<file path="src/rtl/scan_chain_ctrl_pkg.sv">
// Shared types and constants for the scan chain controller: FSM state encoding,
// shift/functional scan-enable levels, serial fill value and counter sizing.
package scan_chain_ctrl_pkg;

  typedef enum logic [1:0] {
    IDLE      = 2'd0,
    SHIFT_IN  = 2'd1,
    CAPTURE   = 2'd2,
    SHIFT_OUT = 2'd3
  } state_t;

  localparam logic SE_SHIFT = 1'b1;
  localparam logic SE_FUNC  = 1'b0;
  localparam logic SI_FILL  = 1'b0;

  function automatic int unsigned calc_cnt_w(input int unsigned n);
    return $clog2(n + 1);
  endfunction

endpackage

</file>
<file path="src/rtl/scan_chain_ctrl_shreg.sv">
// Register with parallel load and a right shift: bit 0 leaves as serial out,
// the serial input enters at the MSB.
module scan_chain_ctrl_shreg
  import scan_chain_ctrl_pkg::*;
#(
  parameter int unsigned WIDTH = 32
) (
  input  logic             i_clk,
  input  logic             i_rst,
  input  logic             i_load,
  input  logic [WIDTH-1:0] i_load_val,
  input  logic             i_shift,
  input  logic             i_sin,
  output logic [WIDTH-1:0] o_q
);

  logic [WIDTH-1:0] r_q;

  // Load has priority over shift; otherwise hold.
  always_ff @(posedge i_clk) begin
    if (i_rst) begin
      r_q <= {WIDTH{1'b0}};
    end else if (i_load) begin
      r_q <= i_load_val;
    end else if (i_shift) begin
      r_q <= {i_sin, r_q[WIDTH-1:1]};
    end else begin
      r_q <= r_q;
    end
  end

  assign o_q = r_q;

endmodule

</file>
<file path="src/rtl/scan_chain_ctrl.sv">
// Sequences shift-in / capture / shift-out of one mux-D scan chain.
// Optional on-the-fly response compare: define SCAN_CHAIN_CTRL_COMPARE_EN.
module scan_chain_ctrl
  import scan_chain_ctrl_pkg::*;
#(
  parameter int unsigned CHAIN_LEN      = 32,
  parameter int unsigned CAPTURE_CYCLES = 1,
  localparam int unsigned CNT_W         = calc_cnt_w(CHAIN_LEN)
) (
  input  logic                 i_clk,
  input  logic                 i_rst,
  input  logic                 i_start,
  input  logic                 i_abort,
  input  logic [CHAIN_LEN-1:0] i_pattern,
  input  logic                 i_so,
  output logic                 o_se,
  output logic                 o_si,
  output logic                 o_busy,
  output logic                 o_done,
  output logic [CHAIN_LEN-1:0] o_resp
`ifdef SCAN_CHAIN_CTRL_COMPARE_EN
  ,
  input  logic [CHAIN_LEN-1:0] i_expect,
  input  logic [CHAIN_LEN-1:0] i_mask,
  output logic                 o_fail,
  output logic [CNT_W-1:0]     o_fail_cnt
`endif
);

  // The phase counter must also hold CAPTURE_CYCLES-1, which may exceed CHAIN_LEN.
  localparam int unsigned TMR_MAX = (CAPTURE_CYCLES > CHAIN_LEN) ? CAPTURE_CYCLES : CHAIN_LEN;
  localparam int unsigned TMR_W   = calc_cnt_w(TMR_MAX);
  localparam logic [TMR_W-1:0] SHIFT_LOAD = TMR_W'(CHAIN_LEN - 1);
  localparam logic [TMR_W-1:0] CAP_LOAD   = TMR_W'(CAPTURE_CYCLES - 1);
  localparam logic [TMR_W-1:0] CNT_ZERO   = {TMR_W{1'b0}};
  localparam logic [TMR_W-1:0] CNT_ONE    = {{(TMR_W-1){1'b0}}, 1'b1};
  localparam logic [CHAIN_LEN-1:0] FILL_VEC = {CHAIN_LEN{SI_FILL}};

  state_t             r_state;
  state_t             w_state_nxt;
  logic [TMR_W-1:0]   r_cnt;
  logic [TMR_W-1:0]   w_cnt_nxt;
  logic               r_se;
  logic               r_busy;
  logic               r_done;
  logic               w_se_nxt;
  logic               w_busy_nxt;
  logic               w_done_nxt;
  logic               w_accept;
  logic               w_pat_load;
  logic               w_pat_shift;
  logic               w_resp_shift;
  logic [CHAIN_LEN-1:0] w_pat_load_val;
  logic [CHAIN_LEN-1:0] w_pat_q;
  logic [CHAIN_LEN-1:0] w_resp_q;
  logic               w_pat_hi_unused;

  // Next state, phase counter and next registered output values.
  always_comb begin
    w_state_nxt  = r_state;
    w_cnt_nxt    = r_cnt;
    w_se_nxt     = SE_FUNC;
    w_busy_nxt   = 1'b0;
    w_done_nxt   = 1'b0;
    w_accept     = 1'b0;
    w_pat_load   = 1'b0;
    w_pat_shift  = 1'b0;
    w_resp_shift = 1'b0;
    case (r_state)
      IDLE: begin
        if (i_start && !i_abort) begin
          w_accept    = 1'b1;
          w_pat_load  = 1'b1;
          w_state_nxt = SHIFT_IN;
          w_cnt_nxt   = SHIFT_LOAD;
          w_se_nxt    = SE_SHIFT;
          w_busy_nxt  = 1'b1;
        end else begin
          w_state_nxt = IDLE;
        end
      end
      SHIFT_IN: begin
        if (i_abort) begin
          w_state_nxt = IDLE;
          w_pat_load  = 1'b1;
        end else begin
          w_pat_shift = 1'b1;
          w_busy_nxt  = 1'b1;
          if (r_cnt == CNT_ZERO) begin
            w_state_nxt = CAPTURE;
            w_cnt_nxt   = CAP_LOAD;
            w_se_nxt    = SE_FUNC;
          end else begin
            w_cnt_nxt = r_cnt - CNT_ONE;
            w_se_nxt  = SE_SHIFT;
          end
        end
      end
      CAPTURE: begin
        if (i_abort) begin
          w_state_nxt = IDLE;
          w_pat_load  = 1'b1;
        end else begin
          w_busy_nxt = 1'b1;
          if (r_cnt == CNT_ZERO) begin
            w_state_nxt = SHIFT_OUT;
            w_cnt_nxt   = SHIFT_LOAD;
            w_se_nxt    = SE_SHIFT;
          end else begin
            w_cnt_nxt = r_cnt - CNT_ONE;
            w_se_nxt  = SE_FUNC;
          end
        end
      end
      SHIFT_OUT: begin
        if (i_abort) begin
          w_state_nxt = IDLE;
          w_pat_load  = 1'b1;
        end else begin
          w_resp_shift = 1'b1;
          if (r_cnt == CNT_ZERO) begin
            w_state_nxt = IDLE;
            w_done_nxt  = 1'b1;
          end else begin
            w_cnt_nxt  = r_cnt - CNT_ONE;
            w_se_nxt   = SE_SHIFT;
            w_busy_nxt = 1'b1;
          end
        end
      end
      default: begin
        w_state_nxt = IDLE;
        w_cnt_nxt   = CNT_ZERO;
      end
    endcase
  end

  // An abort reloads the pattern register with fill so SI drops to the fill value.
  assign w_pat_load_val = w_accept ? i_pattern : FILL_VEC;

  // State, counter and control outputs.
  always_ff @(posedge i_clk) begin
    if (i_rst) begin
      r_state <= IDLE;
      r_cnt   <= CNT_ZERO;
      r_se    <= SE_FUNC;
      r_busy  <= 1'b0;
      r_done  <= 1'b0;
    end else begin
      r_state <= w_state_nxt;
      r_cnt   <= w_cnt_nxt;
      r_se    <= w_se_nxt;
      r_busy  <= w_busy_nxt;
      r_done  <= w_done_nxt;
    end
  end

  // Pattern bit 0 drives SI directly; the register drains to fill after N shifts.
  scan_chain_ctrl_shreg #(.WIDTH(CHAIN_LEN)) u_pat_shreg (
    .i_clk      (i_clk),
    .i_rst      (i_rst),
    .i_load     (w_pat_load),
    .i_load_val (w_pat_load_val),
    .i_shift    (w_pat_shift),
    .i_sin      (SI_FILL),
    .o_q        (w_pat_q)
  );

  // Response is cleared on accept; SO enters at the MSB so sample k lands at bit k.
  scan_chain_ctrl_shreg #(.WIDTH(CHAIN_LEN)) u_resp_shreg (
    .i_clk      (i_clk),
    .i_rst      (i_rst),
    .i_load     (w_accept),
    .i_load_val (FILL_VEC),
    .i_shift    (w_resp_shift),
    .i_sin      (i_so),
    .o_q        (w_resp_q)
  );

  assign w_pat_hi_unused = |w_pat_q[CHAIN_LEN-1:1];

  assign o_se   = r_se;
  assign o_si   = w_pat_q[0];
  assign o_busy = r_busy;
  assign o_done = r_done;
  assign o_resp = w_resp_q;

`ifdef SCAN_CHAIN_CTRL_COMPARE_EN
  localparam logic [CNT_W-1:0] FAIL_ZERO = {CNT_W{1'b0}};
  localparam logic [CNT_W-1:0] FAIL_ONE  = {{(CNT_W-1){1'b0}}, 1'b1};
  localparam logic [CNT_W-1:0] FAIL_MAX  = {CNT_W{1'b1}};

  logic [CHAIN_LEN-1:0] r_expect;
  logic [CHAIN_LEN-1:0] r_mask;
  logic [CNT_W-1:0]     r_fail_cnt;
  logic [CNT_W-1:0]     w_fail_cnt_nxt;
  logic                 r_fail;
  logic                 w_bit_miss;

  // Expect/mask shift alongside the response so bit 0 always matches the current SO.
  always_comb begin
    w_bit_miss = (i_so != r_expect[0]) && !r_mask[0];
    if (w_resp_shift && w_bit_miss && (r_fail_cnt != FAIL_MAX)) begin
      w_fail_cnt_nxt = r_fail_cnt + FAIL_ONE;
    end else begin
      w_fail_cnt_nxt = r_fail_cnt;
    end
  end

  // Compare state: latched at accept, advanced per shift-out bit.
  always_ff @(posedge i_clk) begin
    if (i_rst) begin
      r_expect   <= {CHAIN_LEN{1'b0}};
      r_mask     <= {CHAIN_LEN{1'b0}};
      r_fail_cnt <= FAIL_ZERO;
      r_fail     <= 1'b0;
    end else if (w_accept) begin
      r_expect   <= i_expect;
      r_mask     <= i_mask;
      r_fail_cnt <= FAIL_ZERO;
      r_fail     <= 1'b0;
    end else if (w_resp_shift) begin
      r_expect   <= {1'b0, r_expect[CHAIN_LEN-1:1]};
      r_mask     <= {1'b0, r_mask[CHAIN_LEN-1:1]};
      r_fail_cnt <= w_fail_cnt_nxt;
      r_fail     <= (w_fail_cnt_nxt != FAIL_ZERO);
    end else begin
      r_expect   <= r_expect;
      r_mask     <= r_mask;
      r_fail_cnt <= r_fail_cnt;
      r_fail     <= r_fail;
    end
  end

  assign o_fail     = r_fail;
  assign o_fail_cnt = r_fail_cnt;
`endif

endmodule

</file>
<file path="config.mk">
export PLATFORM = sky130hd
export DESIGN_NAME = scan_chain_ctrl
export DESIGN_NICKNAME = d
export VERILOG_FILES = /design/src/rtl/scan_chain_ctrl_pkg.sv /design/src/rtl/scan_chain_ctrl_shreg.sv /design/src/rtl/scan_chain_ctrl.sv
export SDC_FILE = /design/constraint.sdc
export NUM_CORES = 1
export LEC_CHECK = 0
export ABC_CLOCK_PERIOD_IN_PS = 2860
export BUFFER_PORTS_ARGS = -buffer_cell sky130_fd_sc_hd__buf_2
export CORE_ASPECT_RATIO = 2
export CORE_MARGIN = 10
export CORE_UTILIZATION = 50
export DETAILED_ROUTE_END_ITERATION = 16
export PLACE_DENSITY = 0.75
export SYNTH_ARGS = -nofsm -noshare
export SYNTH_HDL_FRONTEND = slang
export SYNTH_SLANG_ARGS = --single-unit
</file>
<file path="constraint.sdc">
create_clock -name i_clk -period 2.86 [get_ports i_clk]
set_input_delay 0.286 -clock i_clk [delete_from_list [all_inputs] [get_ports i_clk]]
set_output_delay 0.286 -clock i_clk [all_outputs]
set_load 0.05 [all_outputs]
</file>
==> run metrics <==
Post-Syn Area=approximately 3100 um^2; Final setup viols=0; met2 Usage GRT=25.7%; FF+latch count, synth=75; Setup WS pre-CTS=about 390 ps; RR Startpoint=r_state[0]$_SDFFE_PP0P_; grt met3 use=6.08%; GP Congestion=0.933; Worst Skew=6.83 ps; cell row count=40; Critical R2R Capture=u_pat_shreg.o_q[4]$_SDFFE_PP0P_; Synth area leaders=dfxtp_1, nand2_1, a222oi_1, a21oi_1, nor2_1; PostCTS Resize Cnt=0; Critical Path Start Type=flip-flop; Pint=1880 uW; Max Cap Viol=0; synthesized net count=approximately 410; grt total ovfl=0; Min-Delay Path Class=primary input to flip-flop; CTS max path bufs=2; LEAKAGE=0.00153 uW; nets=464; total negative slack=0 ps; Min Clock Period, post-route=2530 ps; Via density=5.68; layer with the highest usage=met2; Post-Route WL=7690 um; DIE HEIGHT=132 um; largest area contributor in the netlist=dfxtp_1; CTS Buf Count=9; RSZ-0062 raised after global routing=no; switching fraction of total power=between 20% and 30%; arrival time at the worst endpoint=roughly 2800 ps; TritonCTS clock tree=built; first-pass GRT wire length=13100 um; DP HPWL=5570 um; top-area cell type share of the netlist area=approximately 48%; initial antenna violation count=0; Top Ports=73; DRT iter0 DRCs=248; Die X=76.0 um; die area=~10000 um^2; # hold bufs at CTS=0; Port Buf Inserts=72; vias in the first global route=2826; final core utilization=a little over three fifths; Synth Instances=between 300 and 400; Comb pwr share=approximately a tenth; FILL cells=533; sw power=~580 uW; ant diodes=0; HP Start=i_pattern[20]; wire length per cell=15.1 um; Multi-input gate area=1470 um^2; Worst-Margin Slew=1150 ps; Hold Path Depth=3; Clock Power Share=~45%; FF-to-FF path depth=6; Power, Total=between 2000 and 2500 uW; fin crit share=~90%; layout cells sized above 1=approximately a quarter; area grow syn2layout=20.7%; Pwr Density=649 nW/um^2; worst rel slew slack=between 20% and 30%; required time worst endpoint=3130 ps; yosys warns=0; Root Driver=clkbuf_16; Clock Sink Count=75; crit end category=flip-flop; sequential element share of the synthesized area=47.9%; synth unique cells=between 40 and 50; kind of critical path=flip-flop to flip-flop; Detail Route Antenna Nets=0; Setup Fix Bufs, Post-CTS=0; Crit Path Max Fanout=32; Final Hold Viols=0; register area=1500 um^2; commonest non-fill, non-tap cells in the layout=dfxtp_1, buf_2, nand2_1, a21oi_1, nor2_1; pin count of the biggest net entering global routing=42; status=completed; # DRC=0; clk_lat worst skew=330 ps; setup slack, reg-to-reg=about 330 ps; Peak Freq=396 MHz; Vias=2897; Final WS setup=334 ps; Synth Area per Inst=between 8 and 9 um^2; hold endpoint=u_pat_shreg.o_q[20]$_SDFFE_PP0P_; maximum vdd drop=just over 0.5 mV; count of final max-slew check failures=0; Core ar.=6060 um^2; met1 global-route usage=15.9%; Total Routing Usage GR=15.4%; clock slew at reported path FFs=50 ps; Reg power frac=45.3%; router iterations before antenna repair=5; H-tree depth=3; commonest non-fill, non-tap cell in the layout=dfxtp_1; initial core utilization=around half
-- cells by family after synthesis --
logic type | synth area share (%)
buffers and inverters | 5.23
AO/OA/AOI/OAI | 24.4
flip-flops | 47.9
adder cells (fa/ha/maj) | 2.40
AND/OR/NAND/NOR | 20.1
-- worst max-delay path by stage --
stage / from / to / slack (ps) / cells past startpoint
after floorplan: r_state[0]$_SDFFE_PP0P_ / r_cnt[0]$_SDFFE_PP0P_ / 970 / 8
after global placement: r_state[0]$_SDFFE_PP0P_ / u_pat_shreg.o_q[5]$_SDFFE_PP0P_ / 500 / 6
after detailed placement: r_state[0]$_SDFFE_PP0P_ / u_pat_shreg.o_q[9]$_SDFFE_PP0P_ / 390 / 6
after CTS: r_state[0]$_SDFFE_PP0P_ / u_pat_shreg.o_q[2]$_SDFFE_PP0P_ / 360 / 6
after global routing: r_state[0]$_SDFFE_PP0P_ / u_pat_shreg.o_q[2]$_SDFFE_PP0P_ / 4 / 7
final: r_state[0]$_SDFFE_PP0P_ / u_pat_shreg.o_q[4]$_SDFFE_PP0P_ / 330 / 6
-- Yosys cell counts --
| cell | count |
|---|---|
| buf_2 | 5 |
| buf_4 | 2 |
| nand3b_1 | 1 |
| dfxtp_1 | 75 |
| o21ai_0 | 6 |
| and3b_1 | 1 |
| nor3b_2 | 1 |
| a31oi_1 | 2 |
| nand2_1 | 71 |
| a22o_4 | 1 |
| nor3_2 | 1 |
| a21oi_4 | 1 |
| a2bb2oi_1 | 1 |
| a221oi_1 | 5 |
| a211oi_2 | 1 |
| nor2_2 | 1 |
| ha_1 | 6 |
| a2111oi_0 | 1 |
| nand4b_1 | 1 |
| o21bai_1 | 1 |
| clkbuf_1 | 20 |
| or2_2 | 1 |
| a2111o_1 | 1 |
| a21o_1 | 2 |
| nor4_1 | 1 |
| o21ai_1 | 1 |
| buf_1 | 4 |
| nand2b_1 | 3 |
| nor3_1 | 11 |
| nor4_4 | 1 |
| nor2b_1 | 4 |
| inv_1 | 6 |
| nor2_1 | 43 |
| a21oi_1 | 44 |
| a211oi_1 | 3 |
| o21a_1 | 1 |
| a211o_1 | 2 |
| o221a_2 | 2 |
| nand3_1 | 1 |
| a21oi_2 | 1 |
| a222oi_1 | 26 |
| buf_6 | 1 |
| or3_4 | 1 |
| a22oi_1 | 2 |
-- per-stage QoR --
stage / area (um^2) / instances / hold slack (ps)
final: 3780 / 510 / 193
after global routing: 3780 / 510 / 208
after CTS: 3780 / 510 / 189
after detailed placement: 3490 / 494 / 452
after global placement: 3490 / 494 / 441
after floorplan: 3130 / 366 / 422
-- critical path: stages (launching register included) --
cell	delay [ps]
dfxtp_1	330
inv_1	130
ha_1	470
nor2b_1	150
nor2_2	920
a222oi_1	320
nor2_1	130
-- final cells by class --
type,count,area share [%]
Timing Repair Buffer,76,10.3
Tap cell,84,2.78
Sequential cell,75,39.7
Clock buffer,14,6.72
Multi-Input combinational cell,253,39.0
Clock inverter,2,0.926
Inverter,6,0.595
-- sequential cells by signal, summed over array words and instances, names as in the netlist --
name,flops
u_pat_shreg.o_q,32
u_resp_shreg.o_q,32
r_cnt,6
r_state,2
o_busy,1
o_done,1
o_se,1
-- power by group through the flow --
stage                     Clock (uW)  Sequential, uW  Combinational [uW]
after floorplan                    0            1130                 181
after global placement             0            1130                 241
after detailed placement           0            1130                 245
after CTS                       1110            1110                 246
after global routing            1150            1120                 274
final                           1100            1110                 247
-- routing by layer --
layer  vias to the layer above  routed length, um
li1                       1417                  -
met1                      1334               2900
met2                       128               3910
met3                        18                678
met4                         0                201
met5                         -                  0
No activity file was read; power rests on OpenSTA's default activity.
